## config.mk

```make
export PLATFORM = sky130hd
export DESIGN_NAME = cmult_mac
export DESIGN_NICKNAME = d
export VERILOG_FILES = /design/src/rtl/cmult_pkg.sv /design/src/rtl/cmult_core.sv /design/src/rtl/cmult_mac.sv
export SDC_FILE = /design/constraint.sdc
export NUM_CORES = 2
export LEC_CHECK = 0
export ABC_AREA = 1
export CORE_MARGIN = 2
export CORE_UTILIZATION = 60
export CTS_CLUSTER_SIZE = 40
export DETAILED_ROUTE_END_ITERATION = 10
export MAX_ROUTING_LAYER = met4
export PLACE_DENSITY = 0.8
export SLEW_MARGIN = 0
export SYNTH_ARGS = -nofsm -noshare
export SYNTH_HDL_FRONTEND = slang
export SYNTH_SLANG_ARGS = --single-unit
export TNS_END_PERCENT = 100
```

## constraint.sdc

```tcl
create_clock -name clk -period 6.18 [get_ports clk]
set_clock_uncertainty 0.05 [all_clocks]
set_input_delay 0.927 -clock clk [delete_from_list [all_inputs] [get_ports clk]]
set_output_delay 0.927 -clock clk [all_outputs]
set_load 0.02 [all_outputs]
```

## src/rtl/cmult_pkg.sv

```systemverilog
// -----------------------------------------------------------------------------
// cmult_pkg
//   Shared constants, types and helpers for the complex multiplier / MAC.
//   - LAT            : sample-to-result latency in clock cycles
//   - MAXW           : working width of the round/saturate helpers. The
//                      accumulator is sign-extended to this width before it is
//                      rounded, so ACCW must stay below MAXW.
//   - frame_state_t  : accumulate-frame FSM encoding
//   - prod_w/acc_w   : width of the exact complex product and of the accumulator
//   - round_shift    : arithmetic shift right with round-half-up
//   - sat_check      : 1 when a value does not fit a signed field of width ow
//   - sat_clamp      : clamp a value to the range of a signed field of width ow
// -----------------------------------------------------------------------------
package cmult_pkg;

  localparam int LAT  = 6;
  localparam int MAXW = 128;

  typedef enum logic {
    FRAME_IDLE = 1'b0,
    FRAME_OPEN = 1'b1
  } frame_state_t;

  // Exact complex product: |ar*br - ai*bi'| can reach 2^(aw+bw-1) when bi'
  // is the negated most-negative value, so one extra bit over aw+bw.
  function automatic int prod_w(input int aw, input int bw);
    return aw + bw + 1;
  endfunction

  function automatic int acc_w(input int aw, input int bw, input int guard);
    return aw + bw + 1 + guard;
  endfunction

  // (v + 2^(shift-1)) >>> shift, no bias when shift is 0.
  function automatic logic signed [MAXW-1:0] round_shift(
    input logic signed [MAXW-1:0] v,
    input int                     shift
  );
    logic signed [MAXW-1:0] bias;
    bias = '0;
    if (shift > 0) begin
      bias = MAXW'(1) << (shift - 1);
    end
    return (v + bias) >>> shift;
  endfunction

  function automatic logic sat_check(
    input logic signed [MAXW-1:0] r,
    input int                     ow
  );
    logic signed [MAXW-1:0] hi;
    logic signed [MAXW-1:0] lo;
    hi = (MAXW'(1) << (ow - 1)) - MAXW'(1);
    lo = ~hi;  // equals -hi-1, i.e. -2^(ow-1)
    return (r > hi) || (r < lo);
  endfunction

  function automatic logic signed [MAXW-1:0] sat_clamp(
    input logic signed [MAXW-1:0] r,
    input int                     ow
  );
    logic signed [MAXW-1:0] hi;
    logic signed [MAXW-1:0] lo;
    hi = (MAXW'(1) << (ow - 1)) - MAXW'(1);
    lo = ~hi;
    if (r > hi) begin
      return hi;
    end else if (r < lo) begin
      return lo;
    end
    return r;
  endfunction

endpackage

```

## src/rtl/cmult_core.sv

```systemverilog
// -----------------------------------------------------------------------------
// cmult_core
//   Four-stage pipelined complex product p = a*b or a*conj(b) built from three
//   real multipliers:
//     m0 = (ar-ai)*bi',  mr = (br-bi')*ar,  mi = (br+bi')*ai
//     pr = mr + m0 = ar*br - ai*bi'
//     pi = mi + m0 = ar*bi' + ai*br
//   where bi' = conj_en ? -bi : bi.
//
//   Handshake: in_valid is a one-cycle sample strobe with no backpressure; the
//   block accepts a sample on every cycle in which in_valid is high.
//   prod_valid is the same strobe delayed by four cycles, with prod_last and
//   prod_acc travelling beside it (both already qualified by in_valid).
//
// Ports
//   clk, rst      : clock, synchronous active-high reset (valid/control pipe only)
//   in_valid      : sample strobe
//   in_last       : last sample of an accumulate frame
//   acc_en        : sample belongs to an accumulate frame
//   conj_en       : multiply by conj(b)
//   ar, ai        : operand a, signed AWIDTH
//   br, bi        : operand b, signed BWIDTH
//   prod_valid    : product strobe, 4 cycles after in_valid
//   prod_last     : in_last of that sample
//   prod_acc      : acc_en of that sample
//   prod_r/prod_i : exact product, signed prod_w(AWIDTH,BWIDTH) bits
// -----------------------------------------------------------------------------
module cmult_core
  import cmult_pkg::*;
#(
  parameter int AWIDTH = 18,
  parameter int BWIDTH = 18
) (
  input  logic                              clk,
  input  logic                              rst,
  input  logic                              in_valid,
  input  logic                              in_last,
  input  logic                              acc_en,
  input  logic                              conj_en,
  input  logic [AWIDTH-1:0]                 ar,
  input  logic [AWIDTH-1:0]                 ai,
  input  logic [BWIDTH-1:0]                 br,
  input  logic [BWIDTH-1:0]                 bi,
  output logic                              prod_valid,
  output logic                              prod_last,
  output logic                              prod_acc,
  output logic [prod_w(AWIDTH, BWIDTH)-1:0] prod_r,
  output logic [prod_w(AWIDTH, BWIDTH)-1:0] prod_i
);

  localparam int PW = prod_w(AWIDTH, BWIDTH);
  // Multiplier output width: every partial product is (AWIDTH+1)x(BWIDTH+1)
  // or AWIDTH x (BWIDTH+2) bits, both AWIDTH+BWIDTH+2 bits at full precision.
  localparam int MW = PW + 1;

  // Valid/control pipe, index 0 = S1 ... index 3 = S4.
  logic [3:0] vld;
  logic [3:0] lst;
  logic [3:0] acc;

  // S1
  logic signed [AWIDTH-1:0] ar1;
  logic signed [AWIDTH-1:0] ai1;
  logic signed [BWIDTH-1:0] br1;
  logic signed [BWIDTH:0]   bi1;
  // S2
  logic signed [AWIDTH:0]   c2;
  logic signed [BWIDTH+1:0] dr2;
  logic signed [BWIDTH+1:0] di2;
  logic signed [AWIDTH-1:0] ar2;
  logic signed [AWIDTH-1:0] ai2;
  logic signed [BWIDTH:0]   bi2;
  // S3
  logic signed [MW-1:0]     m0;
  logic signed [MW-1:0]     mr;
  logic signed [MW-1:0]     mi;

  // bi is widened by one bit so that negating -2^(BWIDTH-1) stays exact.
  logic signed [BWIDTH:0]   bi_ext;
  assign bi_ext = {bi[BWIDTH-1], bi};

  always_ff @(posedge clk) begin
    if (rst) begin
      vld <= '0;
      lst <= '0;
      acc <= '0;
    end else begin
      vld <= {vld[2:0], in_valid};
      lst <= {lst[2:0], in_valid & in_last};
      acc <= {acc[2:0], in_valid & acc_en};
    end
  end

  // Datapath registers carry no reset; each stage loads only when its input
  // stage holds a valid sample.
  always_ff @(posedge clk) begin
    // S1: capture operands, apply conjugation
    if (in_valid) begin
      ar1 <= ar;
      ai1 <= ai;
      br1 <= br;
      bi1 <= conj_en ? -bi_ext : bi_ext;
    end
    // S2: pre-adders
    if (vld[0]) begin
      c2  <= {ar1[AWIDTH-1], ar1} - {ai1[AWIDTH-1], ai1};
      dr2 <= {{2{br1[BWIDTH-1]}}, br1} - {bi1[BWIDTH], bi1};
      di2 <= {{2{br1[BWIDTH-1]}}, br1} + {bi1[BWIDTH], bi1};
      ar2 <= ar1;
      ai2 <= ai1;
      bi2 <= bi1;
    end
    // S3: three full-precision multipliers
    if (vld[1]) begin
      m0 <= MW'(c2)  * MW'(bi2);
      mr <= MW'(dr2) * MW'(ar2);
      mi <= MW'(di2) * MW'(ai2);
    end
    // S4: post-adders; the true result always fits PW bits, so the top bit
    // of the MW-bit sum is redundant.
    if (vld[2]) begin
      prod_r <= PW'(mr + m0);
      prod_i <= PW'(mi + m0);
    end
  end

  assign prod_valid = vld[3];
  assign prod_last  = lst[3];
  assign prod_acc   = acc[3];

endmodule

```

## src/rtl/cmult_mac.sv

```systemverilog
// -----------------------------------------------------------------------------
// cmult_mac
//   Pipelined complex multiplier / multiply-accumulator. Each valid sample
//   produces p = a*b or a*conj(b); samples can be summed over a frame closed by
//   in_last. Results are rounded (half up) after an arithmetic right shift of
//   SHIFT bits and saturated to OWIDTH bits. Latency from in_valid to out_valid
//   is LAT = 6 cycles, full throughput.
//
//   Handshake: in_valid is a one-cycle sample strobe with no backpressure; all
//   input fields are ignored while it is low. out_valid is a one-cycle result
//   strobe; pr/pi/out_sat hold their value between strobes.
//
//   The frame FSM state is held in the internal signal frame_state
//   (frame_state_t) at stage S5.
//
// Ports
//   clk, rst    : clock, synchronous active-high reset
//   in_valid    : sample strobe
//   in_last     : last sample of an accumulate frame (only with acc_en=1)
//   acc_en      : 1 = accumulate into the open frame, 0 = single product
//   conj_en     : 1 = use conj(b)
//   ar, ai      : operand a, signed AWIDTH
//   br, bi      : operand b, signed BWIDTH
//   clr_ovf     : clears ovf_sticky
//   out_valid   : result strobe
//   pr, pi      : result, signed OWIDTH
//   out_sat     : pr or pi saturated on this result
//   ovf_sticky  : set by any saturated result, cleared by rst or clr_ovf
// -----------------------------------------------------------------------------
module cmult_mac
  import cmult_pkg::*;
#(
  parameter int AWIDTH = 18,
  parameter int BWIDTH = 18,
  parameter int GUARD  = 8,
  parameter int SHIFT  = 0,
  parameter int OWIDTH = 24
) (
  input  logic              clk,
  input  logic              rst,
  input  logic              in_valid,
  input  logic              in_last,
  input  logic              acc_en,
  input  logic              conj_en,
  input  logic [AWIDTH-1:0] ar,
  input  logic [AWIDTH-1:0] ai,
  input  logic [BWIDTH-1:0] br,
  input  logic [BWIDTH-1:0] bi,
  input  logic              clr_ovf,
  output logic              out_valid,
  output logic [OWIDTH-1:0] pr,
  output logic [OWIDTH-1:0] pi,
  output logic              out_sat,
  output logic              ovf_sticky
);

  localparam int PW   = prod_w(AWIDTH, BWIDTH);
  localparam int ACCW = acc_w(AWIDTH, BWIDTH, GUARD);

  logic          prod_valid;
  logic          prod_last;
  logic          prod_acc;
  logic [PW-1:0] prod_r;
  logic [PW-1:0] prod_i;

  cmult_core #(
    .AWIDTH (AWIDTH),
    .BWIDTH (BWIDTH)
  ) u_core (
    .clk        (clk),
    .rst        (rst),
    .in_valid   (in_valid),
    .in_last    (in_last),
    .acc_en     (acc_en),
    .conj_en    (conj_en),
    .ar         (ar),
    .ai         (ai),
    .br         (br),
    .bi         (bi),
    .prod_valid (prod_valid),
    .prod_last  (prod_last),
    .prod_acc   (prod_acc),
    .prod_r     (prod_r),
    .prod_i     (prod_i)
  );

  // ---------------------------------------------------------------------------
  // S5: frame FSM and accumulator
  // ---------------------------------------------------------------------------
  logic signed [ACCW-1:0] prod_r_ext;
  logic signed [ACCW-1:0] prod_i_ext;
  logic signed [ACCW-1:0] acc_r;
  logic signed [ACCW-1:0] acc_i;
  frame_state_t           frame_state;
  logic                   res_valid;

  assign prod_r_ext = ACCW'(signed'(prod_r));
  assign prod_i_ext = ACCW'(signed'(prod_i));

  // A result leaves S5 for every single-product sample and for the last
  // sample of a frame. A single-product sample arriving in an open frame
  // abandons the partial sum.
  always_ff @(posedge clk) begin
    if (rst) begin
      frame_state <= FRAME_IDLE;
      res_valid   <= 1'b0;
    end else begin
      res_valid <= prod_valid && (!prod_acc || prod_last);
      if (prod_valid) begin
        if (!prod_acc || prod_last) begin
          frame_state <= FRAME_IDLE;
        end else begin
          frame_state <= FRAME_OPEN;
        end
      end
    end
  end

  // The accumulator is (re)loaded by the first sample of every frame, so it
  // needs no reset. Frames longer than 2^GUARD samples wrap silently.
  always_ff @(posedge clk) begin
    if (prod_valid) begin
      if (!prod_acc || (frame_state == FRAME_IDLE)) begin
        acc_r <= prod_r_ext;
        acc_i <= prod_i_ext;
      end else begin
        acc_r <= acc_r + prod_r_ext;
        acc_i <= acc_i + prod_i_ext;
      end
    end
  end

  // ---------------------------------------------------------------------------
  // S6: round, saturate, output registers
  // ---------------------------------------------------------------------------
  logic signed [MAXW-1:0] rnd_r;
  logic signed [MAXW-1:0] rnd_i;
  logic                   sat_r;
  logic                   sat_i;
  logic [OWIDTH-1:0]      y_r;
  logic [OWIDTH-1:0]      y_i;

  assign rnd_r = round_shift(MAXW'(acc_r), SHIFT);
  assign rnd_i = round_shift(MAXW'(acc_i), SHIFT);
  assign sat_r = sat_check(rnd_r, OWIDTH);
  assign sat_i = sat_check(rnd_i, OWIDTH);
  assign y_r   = OWIDTH'(sat_clamp(rnd_r, OWIDTH));
  assign y_i   = OWIDTH'(sat_clamp(rnd_i, OWIDTH));

  always_ff @(posedge clk) begin
    if (rst) begin
      out_valid  <= 1'b0;
      pr         <= '0;
      pi         <= '0;
      out_sat    <= 1'b0;
      ovf_sticky <= 1'b0;
    end else begin
      out_valid <= res_valid;
      if (res_valid) begin
        pr      <= y_r;
        pi      <= y_i;
        out_sat <= sat_r | sat_i;
      end
      // Setting wins over clr_ovf in the same cycle.
      if (res_valid && (sat_r || sat_i)) begin
        ovf_sticky <= 1'b1;
      end else if (clr_ovf) begin
        ovf_sticky <= 1'b0;
      end
    end
  end

endmodule

```

Word-level counts from Yosys, hierarchy flattened
Index checks and enable logic that the tools add are counted. W data, S select, Z words.

Bits of input ports: 79. Register bits: 527.

Reduce and logical (&&, ||, !) cells: 9. Bitwise operators: 4. Multipliers: 3. Order comparisons: 4. Mux-type cells: 16. $add $sub $neg: 8.

Operators with widths (number): $mux W24 (6); $add A45 B37 Y45 (2); $gt A45 B24 Y1 const B (2); $lt A45 B24 Y1 const B (2); $mux W45 (2); $add A37 B37 Y37 (2); $mul A20 B18 Y37 (2); $mul A19 B19 Y37 (1); $add A18 B19 Y20 (1); $sub A18 B19 Y20 (1); $mux W19 (1); $neg A18 Y19 (1); $sub A18 B18 Y19 (1); $mux W1 (7); $logic_or A1 B1 Y1 (5); $and A1 B1 Y1 (2); $logic_and A1 B1 Y1 (2); $reduce_bool A2 Y1 (1); $logic_not A1 Y1 (1); $not A1 Y1 (1); $or A1 B1 Y1 (1).

Logic depth before layout (Yosys ltp)
Depth after elaboration: 5. Gate-level depth with buffers: 28. Gate-level depth less buffers: 26.

Cells and area by module
A second synthesis with hierarchy kept.

Cell total of the unflattened synthesis: 9563. Area, all modules: 74789.2 µm².

By module, submodules not included: cmult_core (cells an instance 7466, instances 1, area each 61738.0 µm²); cmult_mac (cells an instance 2097, instances 1, area each 13051.3 µm²).

Worst setup path after synthesis
No wires, ideal clock.

Path kind: register to register. Start point: reg u_core.bi2[2]. End point: reg u_core.m0[30] (data pin). Arrival time: 5.758 ns. Period minus slack after synthesis: 6.060 ns. Cell stages (with the launch flop): 22. Slack: 0.120 ns. Setup time: 0.253 ns. Path buffers: 2. Path through: edfxtp_1 clkbuf_1 buf_1 nand2_1 fa_1 fa_1 fa_1 inv_1 fa_1 fa_1 inv_1 fa_1 inv_1 ha_1 ha_1 nand2_1 nor2_1 inv_1 nor2_1 nand4_1 nand4_1 nand2_1.

Cells in the longest elaborated chain, start to end: 1.

RTL lines: start, declared (RTL line cmult_core.sv:72) `logic signed [BWIDTH:0] bi2;`; start signal, assigned (RTL line cmult_core.sv:111) `bi2 <= bi1;`; $mul A19 B19 Y37 (RTL line cmult_core.sv:115) `m0 <= MW'(c2) * MW'(bi2);`; end signal, assigned (RTL line cmult_core.sv:115); end, declared (RTL line cmult_core.sv:74) `logic signed [MW-1:0] m0;`.

No other way between the ends. A chain may end at the register's enable or synchronous reset.

Final worst setup path
Start point: reg u_core.dr2[17]. End point: reg u_core.mr[33] (data pin).

Cells in the longest elaborated chain, start to end: 1.

RTL lines: start, declared (RTL line cmult_core.sv:68) `logic signed [BWIDTH+1:0] dr2;`; start signal, assigned (RTL line cmult_core.sv:107) `dr2 <= {{2{br1[BWIDTH-1]}}, br1} - {bi1[BWIDTH], bi1};`; $mul A20 B18 Y37 (RTL line cmult_core.sv:116) `mr <= MW'(dr2) * MW'(ar2);`; end signal, assigned (RTL line cmult_core.sv:116); end, declared (RTL line cmult_core.sv:75) `logic signed [MW-1:0] mr;`.

No other way between the ends.

==> qor.txt <==
Outcome: completed
Crit path cell chain: buf_4, nand2_1, fa_1, inv_1, fa_1, inv_1, fa_1, inv_1, fa_1, fa_1, inv_1, fa_1, inv_1, ha_1, nand2_1, o21ai_0, a21oi_1, nor3_1, nor2_1, nand3_1, nand2_1
Post-Layout Cell Count: 11460
Number of synthesized flops with an enable pin: 461
GRT met2 Usage: 55.31%
Largest net degree at the start of global routing: 76
DR pass1 iterations: 6
Layout cell share with drive strength beyond 1: 6.097%
Placed Area: 78850 um^2
Via Count: 62480
# IOs: 130
Antenna-violating nets left: 0
CTS buffer count: 61
Post-route DRC violation count: 0
Delay of the slowest critical-path stage: 620 ps
Worst Hold Path Cells: 2
# nets final: 11450
Seq/Total Area, Yosys: 20.28%
Clock latency at the later pin of the worst-skew pair: 700 ps
Initial antenna violation count: 3
Reg2reg setup slack: 130 ps
Clock-pin slew on the worst setup and hold paths: 60 ps
Slew @ Worst Pin: 1140 ps
Slowest CP cell: edfxtp_1
Root Buffer: clkbuf_16
Number of hold buffers added after CTS: 0
Final GP Congestion: 1.042
Mapped Area: 74690 um^2
Port bufs: 129
First-pass GRT wire length: 339.5 mm
Total grt overflow: 0
Yosys reg bits: 526
Synth warn: 0
CP required: 6520 ps
Area growth syn-to-layout: 10.11%
HP Class: flip-flop to flip-flop
GR Util met3: 4.913%
H-tree depth: 2
Ys flop type: edfxtp_1
Syn_area_per_cell: 7.833 um^2
Clk sink count: 526
Post-Layout Inst Area: 82240 um^2
Crit path kind: flip-flop to flip-flop
CTS tree: yes
Post-synthesis cell count: 9535
Chip height: 356.8 um
Final Cycle Share: 97.83%
Max_cap viols: 0
Core area: 123600 um^2
Max FO, Critical Path: 9
Die area: 127300 um^2
Final worst path period need: 6046 ps
Vias in the first global route: 64480
Total global routing track utilization: 35.11%
DR WL/cell: 18.71 um
Die X: 356.8 um
Syn Nets: 11210
Relative slew slack: 23.92%
Critical Path Start Type: flip-flop
Post-synth cell types: 53
1st-iter DRT viols: 5676
Grt peak-use layer: met2
Row count: 129
CP Capture Type: flip-flop
Global Route met1 Usage: 43.48%
Critical path arrival: 6380 ps
Post-Route WL: 214.4 mm
Max Slew Vio Count: 0
Clock buffer depth: 3
Vias per cell: 5.450
Inst Count DP: 11260
R2R depth: 21
# setup viols final: 0
Starting Density: 60.41%
Share of synthesized registers carrying an async set or reset: 0%
Unrepaired setup endpoints after global routing: true
CP dominant cell by count: fa_1
Achievable clock frequency: 165.4 MHz
DP Wirelength: 178.9 mm
Final hold vios: 0
registers in the layout, indices dropped and copies added (netlist names), 18 cells and up:
signal         count
u_core.c2         19
u_core.m0         37
acc_i             45
u_core.mi         37
u_core.br1        18
pi                24
acc_r             45
u_core.ar2        18
pr                24
u_core.ai1        18
u_core.dr2        19
u_core.prod_i     37
u_core.bi1        19
u_core.prod_r     37
u_core.di2        20
u_core.ai2        18
u_core.bi2        19
u_core.ar1        18
u_core.mr         37
metal layers:
layer / wire length, um / up-vias
met5: 0 / -
met4: 15640 / 0
met3: 17820 / 660
met2: 98400 / 2903
met1: 82570 / 29950
li1: - / 28970
worst paths after layout:
path,start,end
worst max-delay path,u_core.dr2[17]$_DFFE_PP_,u_core.mr[33]$_DFFE_PP_
worst min-delay path,u_core.lst[1]$_SDFF_PP0_,u_core.lst[2]$_SDFF_PP0_
worst max register to register,u_core.dr2[17]$_DFFE_PP_,u_core.mr[33]$_DFFE_PP_
worst min register to register,u_core.lst[1]$_SDFF_PP0_,u_core.lst[2]$_SDFF_PP0_
final cells by class:
| type | count | area [um^2] |
|---|---|---|
| fillers | 10150 | 41390 |
| inverters | 2400 | 9020 |
| repair buffers | 449 | 4239 |
| clock buffers | 74 | 1635 |
| repair inverters | 1 | 7.507 |
| diodes | 2 | 5.005 |
| clock inverters | 41 | 447.9 |
| flip-flops and latches | 526 | 15160 |
| well taps | 1637 | 2048 |
| multi-input cells | 6333 | 49680 |
synthesized netlist by cell type (6+ instances only):
library cell  count  area [um^2]
fa_1           1080        21620
or2_2            27        168.9
a21oi_1         369         1847
nor3_1           45        225.2
o21a_1           10        75.07
o21ai_1          17        85.08
or2_1            12        75.07
inv_1          2390         8971
edfxtp_1        461        13840
nor4_1            7        43.79
o21ai_0         210         1051
a21o_1           33        247.7
dfxtp_1          65         1301
clkbuf_1        220        825.8
nand2_2          17        106.4
a21oi_2           9        78.83
nand2_1        2662         9992
nor2_1          515         1933
nand3b_1         23        172.7
nor3_2            6        60.06
nand3_1         318         1592
o21bai_1         33        247.7
xor2_1          165         1445
ha_1            517         6469
inv_2            10        37.54
buf_1            34        127.6
o211ai_1         11        82.58
nand4_1          85        531.8
buf_2            20        100.1
a31oi_1          26        162.7
xnor2_1          70        613.1
nor2_2           21        131.4
stage by stage:
| step | util [%] | setup TNS [ps] | worst slack (ps) | hold slack (ps) |
|---|---|---|---|---|
| finish | 66.52 | 0 | 133.8 | 356.3 |
| global route | 66.52 | -131.1 | -40.33 | 368.2 |
| CTS | 65.46 | 0 | 20.35 | 356.6 |
| detailed placement | 63.78 | -15.04 | -11.48 | 345.0 |
| global placement | 63.78 | 0 | 49.53 | 340.1 |
| floorplan | - | 0 | 119.6 | 338.3 |
timing repair:
item,in CTS,in global routing
buffers inserted,0,90
resized for setup,0,74
endpoints found under the setup margin,0,51
critical path, delay by kind of cell, from the launching register on:
| family | cells | cell delay [ps] |
|---|---|---|
| AND/OR/NAND/NOR | 6 | 890 |
| adder cells (fa/ha/maj) | 7 | 3370 |
| flip-flops | 1 | 620 |
| AO/OA/AOI/OAI | 2 | 350 |
| buffers and inverters | 6 | 520 |
placed cells by master (no fill, tap or decap), drive strengths merged, types with 5 or more instances in the layout:
master,count
o211ai,15
bufinv,6
nand3b,23
clkdlybuf4s50,128
a31oi,26
buf,321
o31ai,5
nor3,51
nand3,323
o21a,10
clkinv,24
dfxtp,65
xor2,165
nand4,85
o21bai,34
nand2,2679
fa,1080
a21o,34
inv,2403
or2,40
ha,517
clkbuf,74
a21oi,378
nor4,8
xnor2,70
clkinvlp,9
a21boi,7
o21ai,231
nor2,540
edfxtp,461
logic make-up (layout without fill, tap and decap cells):
family          count (synthesis)  in the layout  share of synthesized area (%)
compound gates                743            743                          5.496
fa+ha+maj                    1597           1597                          37.61
buf+inv                      2676           2965                          13.49
other cells                     0              2                              0
simple gates                 3758           3758                          20.37
xor+xnor                      235            235                          2.756
flops                         526            526                          20.28
Power is left out: the tool's default activity adds up to more than one toggle a clock period on the data nets, which glitch-free logic cannot reach.
